### config.mk
export PLATFORM = sky130hd
export DESIGN_NAME = instr_fetch1_queued
export DESIGN_NICKNAME = d
export VERILOG_FILES = /design/src/rtl/instr_fetch1_queued.sv
export SDC_FILE = /design/constraint.sdc
export NUM_CORES = 1
export LEC_CHECK = 0
export BUFFER_PORTS_ARGS = -buffer_cell sky130_fd_sc_hd__buf_4
export CAP_MARGIN = 0
export CORE_ASPECT_RATIO = 1.1
export CORE_UTILIZATION = 60
export DETAILED_ROUTE_END_ITERATION = 8
export GPL_ROUTABILITY_DRIVEN = 1
export PLACE_DENSITY = 0.84
export SKIP_CTS_REPAIR_TIMING = 1
export SLEW_MARGIN = 20
export SYNTH_ARGS = -nofsm -noshare
export SYNTH_HDL_FRONTEND = slang
export SYNTH_SLANG_ARGS = --single-unit
### constraint.sdc
create_clock -name i_clk -period 7.9 [get_ports i_clk]
set_input_delay 1.58 -clock i_clk [delete_from_list [all_inputs] [get_ports i_clk]]
set_output_delay 1.58 -clock i_clk [all_outputs]
set_load 0.02 [all_outputs]
### src/rtl/instr_fetch1_queued.sv
// Fetch stage 1: PC queue feeding ITLB/ITag lookups, registered Fetch2 entry with slot mask and flush epoch.
// Latency: push at edge n, issue in cycle n+1, Fetch2 entry at edge n+2; a full queue refuses pushes; i_stall holds the output.
module instr_fetch1_queued #(
    parameter int PC_WIDTH     = 32,
    parameter int FETCH_WIDTH  = 4,
    parameter int INSTR_BYTES  = 4,
    parameter int QUEUE_DEPTH  = 4,
    parameter int EPOCH_WIDTH  = 2,
    parameter int STARVE_LIMIT = 16
) (
    input  logic                   i_clk,
    input  logic                   i_rst,
    input  logic                   i_stall,
    input  logic                   i_flush,
    input  logic                   i_pc_valid,
    input  logic [PC_WIDTH-1:0]    i_pc,
    output logic                   o_pc_ready,
    input  logic                   i_itlb_avail,
    input  logic                   i_icache_tag_avail,
    output logic                   o_itlb_read,
    output logic                   o_icache_tag_read,
    output logic [PC_WIDTH-1:0]    o_lookup_pc,
    output logic                   o_valid,
    output logic [PC_WIDTH-1:0]    o_pc,
    output logic [FETCH_WIDTH-1:0] o_mask,
    output logic [EPOCH_WIDTH-1:0] o_epoch,
    output logic                   o_starved
);
    localparam int PTR_W   = (QUEUE_DEPTH > 1) ? $clog2(QUEUE_DEPTH) : 1;
    localparam int CNT_W   = $clog2(QUEUE_DEPTH + 1);
    localparam int SCNT_W  = $clog2(STARVE_LIMIT + 1);
    localparam int OFF_LSB = $clog2(INSTR_BYTES);

    logic [PC_WIDTH-1:0]    mem [QUEUE_DEPTH];
    logic [PTR_W-1:0]       wr_ptr, rd_ptr;
    logic [CNT_W-1:0]       count;
    logic [EPOCH_WIDTH-1:0] epoch;
    logic [SCNT_W-1:0]      starve_cnt, starve_nxt;
    logic [FETCH_WIDTH-1:0] head_mask;
    logic                   empty, full, push, issue, blocked, both_avail;

    assign empty      = (count == '0);
    assign full       = (count == CNT_W'(QUEUE_DEPTH));
    assign both_avail = i_itlb_avail & i_icache_tag_avail;
    assign o_pc_ready = ~full & ~i_flush & ~i_rst;
    assign push       = i_pc_valid & o_pc_ready;
    assign issue      = ~empty & both_avail & ~i_stall & ~i_flush;
    assign blocked    = ~empty & ~i_stall & ~i_flush & ~both_avail;

    assign o_itlb_read       = issue;
    assign o_icache_tag_read = issue;
    assign o_lookup_pc       = mem[rd_ptr];

    // Slot i is valid when it lies at or after the PC's position within the block.
    generate
        if (FETCH_WIDTH == 1) begin : g_mask_one
            assign head_mask = '1;
        end else begin : g_mask_off
            localparam int OFF_W = $clog2(FETCH_WIDTH);
            logic [OFF_W-1:0] off;
            assign off       = o_lookup_pc[OFF_LSB +: OFF_W];
            assign head_mask = ~((FETCH_WIDTH'(1) << off) - FETCH_WIDTH'(1));
        end
    endgenerate

    function automatic logic [PTR_W-1:0] ptr_inc(input logic [PTR_W-1:0] p);
        return (p == PTR_W'(QUEUE_DEPTH - 1)) ? '0 : p + PTR_W'(1);
    endfunction

    always_ff @(posedge i_clk) begin
        if (push) mem[wr_ptr] <= i_pc;
    end

    always_ff @(posedge i_clk) begin
        if (i_rst || i_flush) begin
            wr_ptr <= '0;
            rd_ptr <= '0;
            count  <= '0;
        end else begin
            if (push)  wr_ptr <= ptr_inc(wr_ptr);
            if (issue) rd_ptr <= ptr_inc(rd_ptr);
            if (push && !issue)      count <= count + CNT_W'(1);
            else if (!push && issue) count <= count - CNT_W'(1);
        end
    end

    always_comb begin
        starve_nxt = starve_cnt;
        if (i_flush || empty)
            starve_nxt = '0;
        else if (i_stall)
            starve_nxt = starve_cnt;
        else if (issue)
            starve_nxt = '0;
        else if (blocked && starve_cnt != SCNT_W'(STARVE_LIMIT))
            starve_nxt = starve_cnt + SCNT_W'(1);
    end

    always_ff @(posedge i_clk) begin
        if (i_rst) begin
            starve_cnt <= '0;
            o_starved  <= 1'b0;
        end else begin
            starve_cnt <= starve_nxt;
            o_starved  <= (starve_nxt == SCNT_W'(STARVE_LIMIT));
        end
    end

    // The flush bumps the epoch and exposes it on o_epoch immediately so Fetch2 sees the new epoch.
    always_ff @(posedge i_clk) begin
        if (i_rst) begin
            o_valid <= 1'b0;
            o_pc    <= '0;
            o_mask  <= '0;
            o_epoch <= '0;
            epoch   <= '0;
        end else if (i_flush) begin
            o_valid <= 1'b0;
            epoch   <= epoch + EPOCH_WIDTH'(1);
            o_epoch <= epoch + EPOCH_WIDTH'(1);
        end else if (!i_stall) begin
            o_valid <= issue;
            if (issue) begin
                o_pc    <= o_lookup_pc;
                o_mask  <= head_mask;
                o_epoch <= epoch;
            end
        end
    end
endmodule

==> impl_metrics.json <==
{
  "outcome": "complete, no violations",
  "io_buffers": 113,
  "startpoint_type": "input port",
  "min_period_ns": 4.98,
  "hold_violations": 0,
  "ioPinCount": 114,
  "synth_area_leader_cell": "edfxtp_1",
  "setup_viol": 0,
  "clk_pin_slew_ns": 0.06,
  "antenna_found_initial": 0,
  "synth_compound_area_share_pct": 4.24,
  "synth-xor-area-share_pct": 0.512,
  "grt_max_degree": 42,
  "final_cell_count_no_fill": 701,
  "ys_warn_count": 0,
  "grt_overflow_total": 0,
  "htree_num_levels": 4,
  "p_sw_mw": 0.370,
  "clockRootBuffer": "clkbuf_16",
  "avgSynthCellArea_um2": 15.9,
  "place_congestion": 0.731,
  "gr-usage-all-layers_pct": 23.7,
  "rows": 40,
  "rsz0062_at_grt": "no",
  "drc_errors": 0,
  "finalCritPeriodShare_pct": 63.0,
  "syn_to_final_growth_pct": 21.6,
  "drt_iter0_markers": 253,
  "cts_buffers": 17,
  "dieArea_um2": 11800,
  "seqPwrFrac_pct": 55.1,
  "dp_hpwl_mm": 8.00,
  "nets": 589,
  "cpLargestDelayFamily": "buffers and inverters",
  "ys_ff_latch": 184,
  "p_sw_share_pct": 19.6,
  "comb_power_share_pct": 3.7,
  "max_slew_margin_pct": 40.8,
  "cts_tree": "built",
  "grt_pass1_vias": 4062,
  "max_freq_mhz": 201,
  "drt_wl_total_mm": 13.0,
  "max_cap_violations": 0,
  "maxSlewViolCount": 0,
  "n_antenna_cell": 0,
  "p_leak_nw": 2.87,
  "insertion_delay_ns": 0.42,
  "drive_above_1_share_pct": 33.9,
  "cts.sinks": 184,
  "path_max_fanout": 40,
  "die_h_um": 114,
  "p_int_mw": 1.52,
  "worstSetupPathType": "input port to output port",
  "coreArea_um2": 11000,
  "ir_drop_uv": 155,
  "worstMarginPinSlew_ns": 0.887,
  "cp_slowest_cell": "inv_2",
  "syn_nets": 478,
  "yosys.area_share.adder_pct": 1.75,
  "ys_types": 41,
  "finalSetupTns_ns": 0,
  "worst_ep_required_time_ns": 6.32,
  "netlist.area_leader.share_pct": 56.2,
  "synth_top_family_by_area": "multiplexers",
  "vias": 3906,
  "start_util_pct": 62.2,
  "clockPowerShare_pct": 41.2,
  "drtAntennaViolNets": 0,
  "clock_skew_ns": 0.00783,
  "cpMostUsedCell": "buf_4",
  "grt_pass1_wl_mm": 20.8,
  "wl_per_cell_um": 18.5,
  "p_per_area_nw_per_um2": 227,
  "cp_slowest_stage_delay_ns": 0.59,
  "min_path_type": "flop to flop",
  "die_w_um": 104,
  "cp_cell_sequence": "buf_4, nand3b_1, or3_1, buf_4, inv_2, buf_4",
  "dp.cells": 669,
  "firstDrtPassIters": 4,
  "yosysSeqAreaShare_pct": 72.5,
  "arrival_ns": 3.40,
  "synth.area.top_cells": "edfxtp_1 (56%), dfxtp_1 (16%), mux4_2 (11%), nand2_1 (3.9%), a21oi_1 (3.0%)",
  "synth_mux_area_share_pct": 11.3,
  "end_kind": "output port",
  "p_total_mw": 1.89,
  "synth_area_um2": 6850,
  "synth_simple_gate_area_share_pct": 7.48,
  "path_buf_inv": 4,
  "synthCells": 430,
  "vias_per_cell": 5.57,
  "cts_buffer_depth": 2
}
[power by group through the flow]
stage	registers (mW)	clock network [mW]	logic (mW)
final	1.04	0.779	0.0698
after global routing	1.04	0.830	0.0753
after global placement	1.06	0	0.0673
after CTS	1.04	0.789	0.0702
after detailed placement	1.06	0	0.0700
after floorplan	1.06	0	0.0316
[worst register-to-register path: cells and delay by family (launching register included)]
kind                       cells  cell delay [ns]
xor gates and xnor gates       1             0.18
and+or+nand+nor                3             0.89
adders and majority gates      2             0.65
buffers and inverters          2             0.41
AOI/OAI and AO/OA              1             0.15
DFF                            1             0.35
[flip-flops by register name, indices dropped and copies added (netlist names), named ones only]
| register | flops |
|---|---|
| o_valid | 1 |
| epoch | 2 |
| wr_ptr | 2 |
| starve_cnt | 5 |
| o_pc | 32 |
| o_mask | 4 |
| o_epoch | 2 |
| rd_ptr | 2 |
| mem | 128 |
| count | 3 |
| o_starved | 1 |
[cell type report]
cell class / count / area [um2]
timing repair buffer: 115 / 863
clock buffer: 25 / 475
tap: 147 / 184
sequential: 184 / 4970
inverter: 7 / 26.3
clock inverter: 7 / 73.8
multi-input combinational: 216 / 1730
fill: 639 / 2690
[metal layers]
layer | GRT usage (%) | up-vias | wire, um
met5 | 0 | - | 0
met4 | 13.1 | 0 | 389
met3 | 5.26 | 24 | 611
met2 | 40.8 | 125 | 7060
met1 | 27.9 | 1940 | 4930
li1 | - | 1817 | -
[synth_stat cells (all sizes together)]
cell type	count
a211o	1
a211oi	2
a21bo	1
a21oi	42
a311oi	1
a31oi	1
and2	4
and4	1
buf	16
clkbuf	7
dfxtp	56
edfxtp	128
fa	1
ha	8
inv	7
mux2	1
mux2i	4
mux4	32
nand2	71
nand2b	2
nand3	2
nand3b	4
nor2	17
nor3	3
nor3b	1
nor4bb	1
o21ai	3
o31ai	1
or2	2
or3	5
or3b	1
xnor2	2
xor2	2
[final timing paths]
check	slack (ns)	start	cells past startpoint	endpoint
setup / recovery	2.92	i_stall	6	o_icache_tag_read
hold reg to reg	0.46	o_pc[5]	2	o_pc[5]
setup reg to reg	5.19	count[2]	9	count[2]
hold / removal	0.46	o_pc[5]	2	o_pc[5]
[kinds of logic after synthesis]
family | Yosys count
compound gates | 52
buf+inv | 30
fa+ha+maj | 9
mux | 37
simple gates | 114
xor+xnor | 4
flops | 184
[layout by cell type, fill, tap and decap left out, drive strengths merged, types with 4 or more instances in the layout]
cell type,count
inv,7
or3,5
edfxtp,128
ha,8
dfxtp,56
clkinvlp,4
nand2,71
nand3b,4
mux4,32
and2,4
a21oi,42
buf,115
mux2i,4
nor2,17
clkbuf,25
[per-stage QoR]
| step | setup WS [ns] | cell area (um2) | hold slack [ns] | util [%] |
|---|---|---|---|---|
| after detailed placement | 2.95 | 7770 | 0.452 | 70.6 |
| after global placement | 3.01 | 7770 | 0.445 | 70.6 |
| final | 2.92 | 8320 | 0.456 | 75.6 |
| after floorplan | 3.61 | 6850 | 0.452 | - |
| after CTS | 2.93 | 8320 | 0.461 | 75.6 |
| after global routing | 2.80 | 8320 | 0.481 | 75.6 |
No activity file was read; power rests on OpenSTA's default activity.
